**src/rtl/mem_stage_pkg.sv**
```systemverilog
// rtl/mem_stage_pkg.sv - shared encodings for the load/store stage
// Purpose: size encodings, FSM state enum and byte-enable constants used by
//          mem_access_stage and mem_lane_align.
// Ports:   none (package).
package mem_stage_pkg;

  localparam logic [1:0] SZ_BYTE = 2'b00;
  localparam logic [1:0] SZ_HALF = 2'b01;
  localparam logic [1:0] SZ_WORD = 2'b10;  // 2'b11 is handled as a word too

  typedef enum logic [1:0] {
    ST_IDLE   = 2'd0,
    ST_ACCESS = 2'd1,
    ST_WAIT   = 2'd2,
    ST_RESP   = 2'd3
  } state_t;

  localparam logic [3:0] BE_NONE    = 4'b0000;
  localparam logic [3:0] BE_BYTE0   = 4'b0001;
  localparam logic [3:0] BE_LO_HALF = 4'b0011;
  localparam logic [3:0] BE_HI_HALF = 4'b1100;
  localparam logic [3:0] BE_WORD    = 4'b1111;

endpackage

```
**src/rtl/mem_lane_align.sv**
```systemverilog
// rtl/mem_lane_align.sv - store lane steering and load extract/extend
// Purpose: purely combinational. Produces byte enables and lane-replicated
//          write data for stores, and the extracted, extended load value.
// Ports:
//   size_i       access size (SZ_*); 2'b11 behaves as a word
//   off_i        byte offset within the word (addr[1:0])
//   sign_ext_i   loads: 1 sign-extend, 0 zero-extend
//   store_data_i raw store data (low bits used for byte/half)
//   rdata_i      raw RAM read word
//   be_o         byte enables for the store
//   wdata_o      replicated store data
//   load_o       extracted and extended load result
module mem_lane_align
  import mem_stage_pkg::*;
(
  input  logic [1:0]  size_i,
  input  logic [1:0]  off_i,
  input  logic        sign_ext_i,
  input  logic [31:0] store_data_i,
  input  logic [31:0] rdata_i,
  output logic [3:0]  be_o,
  output logic [31:0] wdata_o,
  output logic [31:0] load_o
);

  logic [7:0]  ld_byte;
  logic [15:0] ld_half;

  assign ld_byte = rdata_i[{off_i, 3'b000} +: 8];
  // Half lane is picked by off[1] only, so an odd half offset is forced aligned.
  assign ld_half = off_i[1] ? rdata_i[31:16] : rdata_i[15:0];

  always_comb begin
    be_o    = BE_WORD;
    wdata_o = store_data_i;
    load_o  = rdata_i;
    case (size_i)
      SZ_BYTE: begin
        be_o    = BE_BYTE0 << off_i;
        wdata_o = {4{store_data_i[7:0]}};
        load_o  = {{24{sign_ext_i & ld_byte[7]}}, ld_byte};
      end
      SZ_HALF: begin
        be_o    = off_i[1] ? BE_HI_HALF : BE_LO_HALF;
        wdata_o = {2{store_data_i[15:0]}};
        load_o  = {{16{sign_ext_i & ld_half[15]}}, ld_half};
      end
      default: ;
    endcase
  end

endmodule

```
**src/rtl/mem_access_stage.sv**
```systemverilog
// rtl/mem_access_stage.sv - load/store stage driving a synchronous single-port RAM
// Purpose: accepts one ALU result per transaction, performs at most one RAM
//          access (load or store), and returns the result to writeback.
//          Optional feature macro: MEM_ALIGN_CHECK_EN (misaligned half/word
//          accesses are flagged and skip the RAM). Undefined: offsets below
//          the access size are ignored and misalign is always 0.
// Ports:
//   clk, reset                  clock, synchronous active-high reset
//   in_valid/in_ready           upstream handshake (ready only in IDLE)
//   mem_read, mem_write         op select (write wins)
//   size, sign_ext              access size, load extension
//   alu_result, store_data      byte address or pass-through value, store data
//   rd_in                       destination tag carried to out_rd
//   ram_addr/wdata/be/we/re     registered RAM request
//   ram_rdata                   RAM read data, valid the cycle after ram_re
//   out_valid/out_ready         writeback handshake
//   out_data, out_rd, misalign  result, held stable while out_valid
module mem_access_stage
  import mem_stage_pkg::*;
#(
  parameter int ADDR_W = 10,
  parameter int DATA_W = 32
) (
  input  logic              clk,
  input  logic              reset,
  input  logic              in_valid,
  output logic              in_ready,
  input  logic              mem_read,
  input  logic              mem_write,
  input  logic [1:0]        size,
  input  logic              sign_ext,
  input  logic [DATA_W-1:0] alu_result,
  input  logic [DATA_W-1:0] store_data,
  input  logic [4:0]        rd_in,
  output logic [ADDR_W-1:0] ram_addr,
  output logic [DATA_W-1:0] ram_wdata,
  output logic [3:0]        ram_be,
  output logic              ram_we,
  output logic              ram_re,
  input  logic [DATA_W-1:0] ram_rdata,
  output logic              out_valid,
  input  logic              out_ready,
  output logic [DATA_W-1:0] out_data,
  output logic [4:0]        out_rd,
  output logic              misalign
);

  state_t              state_q, state_d;
  logic [ADDR_W-1:0]   ram_addr_q, ram_addr_d;
  logic [DATA_W-1:0]   ram_wdata_q, ram_wdata_d;
  logic [3:0]          ram_be_q, ram_be_d;
  logic                ram_we_q, ram_we_d;
  logic                ram_re_q, ram_re_d;
  logic                out_valid_q, out_valid_d;
  logic [DATA_W-1:0]   out_data_q, out_data_d;
  logic [4:0]          out_rd_q, out_rd_d;
  logic                misalign_q, misalign_d;
  logic                op_load_q, op_load_d;
  logic [1:0]          size_q, size_d;
  logic [1:0]          off_q, off_d;
  logic                sign_q, sign_d;

  logic                access_misaligned;
  logic [1:0]          align_size;
  logic [1:0]          align_off;
  logic [3:0]          align_be;
  logic [DATA_W-1:0]   align_wdata;
  logic [DATA_W-1:0]   align_load;

`ifdef MEM_ALIGN_CHECK_EN
  // size[1] covers both the word encoding and the 2'b11 alias.
  assign access_misaligned = ((size == SZ_HALF) && alu_result[0]) ||
                             (size[1] && (alu_result[1:0] != 2'b00));
`else
  assign access_misaligned = 1'b0;
`endif

  // Store steering is needed at acceptance (from live inputs); load extraction
  // is needed in WAIT (from the latched op), so one aligner serves both.
  assign align_size = (state_q == ST_IDLE) ? size : size_q;
  assign align_off  = (state_q == ST_IDLE) ? alu_result[1:0] : off_q;

  mem_lane_align u_lane_align (
    .size_i       (align_size),
    .off_i        (align_off),
    .sign_ext_i   (sign_q),
    .store_data_i (store_data),
    .rdata_i      (ram_rdata),
    .be_o         (align_be),
    .wdata_o      (align_wdata),
    .load_o       (align_load)
  );

  always_comb begin
    state_d     = state_q;
    ram_addr_d  = ram_addr_q;
    ram_wdata_d = ram_wdata_q;
    ram_be_d    = ram_be_q;
    ram_we_d    = 1'b0;
    ram_re_d    = 1'b0;
    out_valid_d = out_valid_q;
    out_data_d  = out_data_q;
    out_rd_d    = out_rd_q;
    misalign_d  = misalign_q;
    op_load_d   = op_load_q;
    size_d      = size_q;
    off_d       = off_q;
    sign_d      = sign_q;

    case (state_q)
      ST_IDLE: begin
        if (in_valid) begin
          out_rd_d   = rd_in;
          size_d     = size;
          off_d      = alu_result[1:0];
          sign_d     = sign_ext;
          misalign_d = 1'b0;
          op_load_d  = 1'b0;
          if (!(mem_read || mem_write)) begin
            state_d     = ST_RESP;
            out_valid_d = 1'b1;
            out_data_d  = alu_result;
          end else if (access_misaligned) begin
            state_d     = ST_RESP;
            out_valid_d = 1'b1;
            out_data_d  = '0;
            misalign_d  = 1'b1;
          end else begin
            state_d    = ST_ACCESS;
            ram_addr_d = alu_result[ADDR_W+1:2];
            ram_be_d   = align_be;
            if (mem_write) begin
              ram_we_d    = 1'b1;
              ram_wdata_d = align_wdata;
            end else begin
              ram_re_d  = 1'b1;
              op_load_d = 1'b1;
            end
          end
        end
      end
      ST_ACCESS: begin
        if (op_load_q) begin
          state_d = ST_WAIT;
        end else begin
          state_d     = ST_RESP;
          out_valid_d = 1'b1;
          out_data_d  = '0;
        end
      end
      ST_WAIT: begin
        state_d     = ST_RESP;
        out_valid_d = 1'b1;
        out_data_d  = align_load;
      end
      ST_RESP: begin
        if (out_ready) begin
          state_d     = ST_IDLE;
          out_valid_d = 1'b0;
          misalign_d  = 1'b0;
        end
      end
      default: state_d = ST_IDLE;
    endcase
  end

  always_ff @(posedge clk) begin
    if (reset) begin
      state_q     <= ST_IDLE;
      ram_addr_q  <= '0;
      ram_wdata_q <= '0;
      ram_be_q    <= BE_NONE;
      ram_we_q    <= 1'b0;
      ram_re_q    <= 1'b0;
      out_valid_q <= 1'b0;
      out_data_q  <= '0;
      out_rd_q    <= '0;
      misalign_q  <= 1'b0;
      op_load_q   <= 1'b0;
      size_q      <= SZ_BYTE;
      off_q       <= 2'b00;
      sign_q      <= 1'b0;
    end else begin
      state_q     <= state_d;
      ram_addr_q  <= ram_addr_d;
      ram_wdata_q <= ram_wdata_d;
      ram_be_q    <= ram_be_d;
      ram_we_q    <= ram_we_d;
      ram_re_q    <= ram_re_d;
      out_valid_q <= out_valid_d;
      out_data_q  <= out_data_d;
      out_rd_q    <= out_rd_d;
      misalign_q  <= misalign_d;
      op_load_q   <= op_load_d;
      size_q      <= size_d;
      off_q       <= off_d;
      sign_q      <= sign_d;
    end
  end

  assign in_ready  = (state_q == ST_IDLE);
  assign ram_addr  = ram_addr_q;
  assign ram_wdata = ram_wdata_q;
  assign ram_be    = ram_be_q;
  assign ram_we    = ram_we_q;
  assign ram_re    = ram_re_q;
  assign out_valid = out_valid_q;
  assign out_data  = out_data_q;
  assign out_rd    = out_rd_q;
  assign misalign  = misalign_q;

endmodule

```
**config.mk**
```make
export PLATFORM = sky130hd
export DESIGN_NAME = mem_access_stage
export DESIGN_NICKNAME = d
export VERILOG_FILES = /design/src/rtl/mem_stage_pkg.sv /design/src/rtl/mem_lane_align.sv /design/src/rtl/mem_access_stage.sv
export SDC_FILE = /design/constraint.sdc
export NUM_CORES = 1
export LEC_CHECK = 0
export CELL_PAD_IN_SITES_DETAIL_PLACEMENT = 0
export CELL_PAD_IN_SITES_GLOBAL_PLACEMENT = 1
export CORE_MARGIN = 1.5
export CORE_UTILIZATION = 40
export DETAILED_ROUTE_END_ITERATION = 8
export DONT_BUFFER_PORTS = 1
export HOLD_SLACK_MARGIN = 0.08
export PLACE_DENSITY_LB_ADDON = 0.25
export SLEW_MARGIN = 0
export SYNTH_ARGS = -nofsm -noshare
export SYNTH_HDL_FRONTEND = slang
export SYNTH_SLANG_ARGS = --single-unit
```
**constraint.sdc**
```tcl
create_clock -name clk -period 2.34 [get_ports clk]
set_input_delay 0.351 -clock clk [delete_from_list [all_inputs] [get_ports clk]]
set_output_delay 0.351 -clock clk [all_outputs]
set_load 0.005 [all_outputs]
```
---- Word-level counts from Yosys, hierarchy flattened ----
Index checks and enable logic that the tools add are counted.
Widths: inputs -> output; s select.
word-level totals
  bits of input ports ..................... 110
  flip-flop bits (word level) ............. 95
  logic and storage cells ................. 69
  output and inout port bits .............. 88
operators by class
  equality and inequality tests ........... 8
  reductions and logical operators ........ 14
  shift-type cells ........................ 2
  mux-type cells .......................... 26
  bitwise operators ....................... 5
operators with widths
  cell                 number
  $pmux 32 s2          2
  $mux 32              3
  $pmux 32 s3          1
  $shiftx 32x6->8      1
  $mux 16              1
  $reduce_and 4->1     3
  $mux 2               5
  $mux 1               9
  $ne 2x2->1 const B   4
  $pmux 2 s4           1
  $pmux 4 s2           1
  $reduce_and 3->1     2
  $eq 2x1->1 const B   2
  $eq 2x2->1 const B   2
  $logic_not 2->1      2
  $mux 4               1
  $pmux 1 s4           1
  $reduce_and 2->1     2
  $reduce_or 4->1      1
  $shl 1x2->4 const A  1
  $not 1->1            3
  $reduce_bool 3->1    1
  $reduce_or 3->1      1
  $and 1x1->1          2
  3 further kinds      3

---- Logic depth before layout (Yosys ltp) ----
  word-level depth ........................ 6
  gate-level depth with buffers ........... 11
  depth with buffers taken out ............ 7

---- Modules after synthesis ----
A second synthesis with hierarchy kept.
unflattened totals
  cells, all modules ...................... 633
  area total of the unflattened synthesis .. 5451.5 µm²
by module, submodules not included
  module            sequential area each (µm²)  cells each  times used  area an instance (µm²)
  mem_access_stage  1881.8                      462         1           4174.0
  mem_lane_align    0.0                         171         1           1277.5

---- Worst setup path after synthesis ----
Ideal clock, no wire load.
  path type ............................... reg-to-reg
  start ................................... register state_q[0]
  end ..................................... register out_data_q[13], in the netlist out_data[13]
  cell stages (with the launch flop) ...... 10
  arrival ................................. 2.162 ns
  path slack .............................. 0.045 ns
  clock period less this slack ............ 2.295 ns
  setup time .............................. 0.134 ns
  cells stage by stage .................... dfxtp_1 inv_1 ha_1 buf_6 or3b_1 a21oi_1 nor4_4 buf_2 a222oi_1 o22ai_1
between the ends
  cells in the longest elaborated chain, start to end .. 6
  elaborated cells between the ends (all ways) .. 17
  classes of those cells .................. 6 x eq/ne; 1 x shift; 5 x mux; 1 x bitwise; 4 x reduce/logical
ends and longest elaborated chain
  item                    line                     text
  start, declared         mem_access_stage.sv:48   state_t state_q, state_d;
  start signal, assigned  mem_access_stage.sv:184  state_q <= state_d;
  $logic_not 2->1 (*)     --
  net in_ready            mem_access_stage.sv:27   output logic in_ready,
  $mux 2                  mem_access_stage.sv:81   assign align_off = (state_q == ST_IDLE) ? alu_result[1:0] : off_q;
  $shiftx 32x6->8         mem_lane_align.sv:29     assign ld_byte = rdata_i[{off_i, 3'b000} +: 8];
  $and 1x1->1             mem_lane_align.sv:41     load_o = {{24{sign_ext_i & ld_byte[7]}}, ld_byte};
  $pmux 32 s2             mem_lane_align.sv:37     case (size_i)
  $pmux 32 s3             mem_access_stage.sv:110  case (state_q)
  end signal, assigned    mem_access_stage.sv:191  out_data_q <= out_data_d;
  end, declared           mem_access_stage.sv:55   logic [DATA_W-1:0] out_data_q, out_data_d;
Mark *: on every way through the listed nets, which the timed path passes. The rest lies on a longest branch.
A chain may end at the register's enable or synchronous reset.

---- Worst setup path after layout ----
  start ................................... register state_q[0]
  end ..................................... register out_data_q[1], in the netlist out_data[1]
between the ends
  cells in the longest elaborated chain, start to end .. 5
  elaborated cells between the ends (all ways) .. 16
  classes of those cells .................. 6 x eq/ne; 1 x shift; 5 x mux; 4 x reduce/logical
ends and longest elaborated chain
  item                                     line
  $logic_not 2->1                          mem_access_stage.sv:80, mem_access_stage.sv:81, mem_access_stage.sv:110
  $mux 2, on equally long branches         mem_access_stage.sv:81, mem_access_stage.sv:80
  $shiftx 32x6->8 (tied with other cells)  mem_lane_align.sv:29
  $pmux 32 s2                              mem_lane_align.sv:37
  $pmux 32 s3                              mem_access_stage.sv:110
Several ways; a longest one is shown, not always the timed one.

==> flow_summary.yaml <==
run_status:
  outcome: "finished with violations"
  violations: "design-rule violations"
die:
  floorplan.initialDensity_pct: 41.4
  die-area_sq_um: 12600
  die_y_um: 112
  die_w_um: 112
  ios: 198
  core_sq_um: 11600
  num_rows: 39
routing:
  drt_iter0_markers: 368
  viasPerCell: 6.21
  wl_per_cell_um: 22.0
  vias: 4648
  drcViolationCount: 13
  drt_wl_total_um: 16500
  drtPass1Iterations: 8
  antenna_left: 0
synthesis:
  synth-main-ff-cell: "dfxtp_1"
  netlist_area_sq_um: 4790
  postSynthAreaPerCell_sq_um: 7.84
  netlist_instances: 611
  async_flop_share_pct: 0
  yosysUniqueCellTypes: 57
  synth.top_cell.area_share_pct: 39.3
  syn-num-nets: 725
  synth_edf_count: 0
  synthTopCellsByArea: "dfxtp_1 39%, a21oi_1 9.1%, nand2_1 9.1%, a311oi_1 5.3%, nor2_1 4.5%"
  ys_seq_area_share_pct: 39.3
  yosys_warnings: 0
  yosys.area.top_type: "dfxtp_1"
  ys_seq_elements: 94
cts:
  cts_tree: "done"
  clkSlewWorstSetupHoldPaths_ps: 70
  cts_setup_buffers: 0
  cts_root_buf: "clkbuf_16"
  cts.sinks: 94
  cts.path.max_buffers: 2
  numCtsBuffers: 9
  htreeDepth: 3
  clk_latency_ps: 350
global_route:
  grt_max_degree: 78
  grt_overflow: 0
  grt_pass1_vias: 4616
  grt_usage_pct: 26.1
  grt_first_pass_wirelength_um: 25800
  antenna_found_initial: 1
worst_setup_path:
  startpoint_type: "register"
  max_stage_delay_ps: 380
  path_cells: "inv_1 -> ha_4 -> buf_12 -> mux2_2 -> buf_4 -> a2111oi_1 -> o22ai_1 -> a311oi_1"
  worstSetupPathType: "register to register"
  cp.arrival_ps: 2540
  cp_data_required_time_ps: 2600
  cpMaxStageDelayCell: "mux2_2"
  path_max_fanout: 25
  worstSetupEndpointType: "register"
final_layout:
  fin_util_pct: 47.2
  final_cell_mix: "116 x nand2_1, 93 x dfxtp_1, 86 x a21oi_1, 58 x nor2_1, 29 x a311oi_1"
  layout.nets: 714
  diodes: 0
  drive_above_1_share_pct: 12.1
  layout_commonest_cell: "nand2_1"
  area_growth_pct: 14.0
placed_design:
  place_hpwl_um: 12100
  place_ws_ps: -74.4
  portBuffers: 0
  gp_congestion: 0.911
worst_hold_path:
  hp-class: "input pin to register"
sta:
  skew_ps: 7.21
  final-setup-viol-count: 0
  worst_slack_ps: 64.0
  fmax_mhz: 439
  fin_crit_sh_pct: 97.3
  tightest_slew_ps: 610
  period_minus_slack_ps: 2280
  drv_slew: 0
  relSlewSlack_pct: 59.2
  tns_ps: 0
  hold_violations: 0
job:
  maxCapViolCount: 0
power:
  peakVddDrop_mv: 0.709
  p_leak_uw: 0.00188
  powerDensity_nw_per_um2: 1400
cells in the mapped netlist (all sizes together) (2+ instances only):
master / count
o22ai: 16
mux2i: 9
nor3: 3
a221oi: 2
nand3: 3
clkbuf: 42
or3b: 3
nor3b: 2
nand2: 116
nor2: 58
nand3b: 3
o21ai: 24
a21oi: 88
buf: 14
and3: 9
nand4b: 2
a211oi: 28
a22oi: 5
mux2: 4
inv: 6
a311oi: 29
a32oi: 7
a2111oi: 8
and2: 2
nand2b: 2
dfxtp: 94
or2: 3
a222oi: 10
ha: 4
worst max-delay path, delay by kind of cell, from the launching register on:
| family | cells | cell delay, ps |
|---|---|---|
| buf+inv | 3 | 510 |
| compound gates | 3 | 820 |
| fa+ha+maj | 1 | 180 |
| flops | 1 | 310 |
| mux | 1 | 380 |
cells by family (layout without fill, tap and decap cells):
group / Yosys count / in the layout / share of synthesized area, %
multiplexers: 13 / 13 / 3.16
flip-flops: 94 / 94 / 39.3
other: 1 / 1 / 0.0783
AND/OR/NAND/NOR: 211 / 211 / 19.3
AO/OA/AOI/OAI: 226 / 226 / 31.7
buffers and inverters: 62 / 56 / 5.46
adder cells (fa/ha/maj): 4 / 4 / 1.04
flip-flops by register name, indices dropped and copies added (netlist names):
| register | count |
|---|---|
| ram_we | 1 |
| ram_be | 4 |
| ram_re | 1 |
| op_load_q | 1 |
| ram_addr | 10 |
| ram_wdata | 32 |
| out_rd | 5 |
| state_q | 2 |
| off_q | 2 |
| size_q | 2 |
| out_data | 32 |
| out_valid | 1 |
| sign_q | 1 |
per-layer routing:
layer  GRT usage, %  wire, um  part of all wire [%]  vias to the layer above
li1               -         -                     -                     2228
met1           32.7      6730                    41                     2183
met2           40.9      7580                    46                      208
met3           9.88      1810                    11                       27
met4           10.0       351                   2.1                        2
met5              0        12                 0.073                        -
stage by stage:
stage	instances	area [sq um]	hold WS, ps	total power [uW]
after floorplan	611	4790	448	4890
after global placement	730	5040	432	5940
after detailed placement	730	5040	433	6020
after CTS	748	5400	81.1	7580
after global routing	748	5460	86.0	8190
final	748	5460	90.6	7650
timing repair:
action,4_1_cts,5_1_grt
resized for setup,4,13
cloned,0,0
endpoints found under the setup margin,30,32
hold buffers,2,0
endpoints found under the hold margin,77,0
pin swaps,1,6
final timing paths:
path	startpoint	to	slack, ps	cells after the start
min	reset	out_data[9]$_SDFFE_PP0P_	90	1
max	state_q[0]$_SDFFE_PP0P_	out_data[1]$_SDFFE_PP0P_	60	8
min reg2reg	ram_be[0]$_SDFFE_PP0P_	ram_be[0]$_SDFFE_PP0P_	480	2
max reg2reg	state_q[0]$_SDFFE_PP0P_	out_data[1]$_SDFFE_PP0P_	60	8
layout make-up:
cell class / count / area, sq um
fill: 1146 / 6100
multi-input combinational: 455 / 2730
sequential: 94 / 1880
timing repair buffer: 34 / 340
clock buffer: 11 / 243
tap: 143 / 179
clock inverter: 5 / 58.8
inverter: 6 / 22.5
report_power, final:
| group | internal, uW | switching, uW | leakage, uW |
|---|---|---|---|
| Combinational | 1460 | 2240 | 0.000965 |
| Sequential | 2070 | 384 | 0.000772 |
| Clock | 858 | 637 | 0.000142 |
No activity file was read; power rests on OpenSTA's default activity.
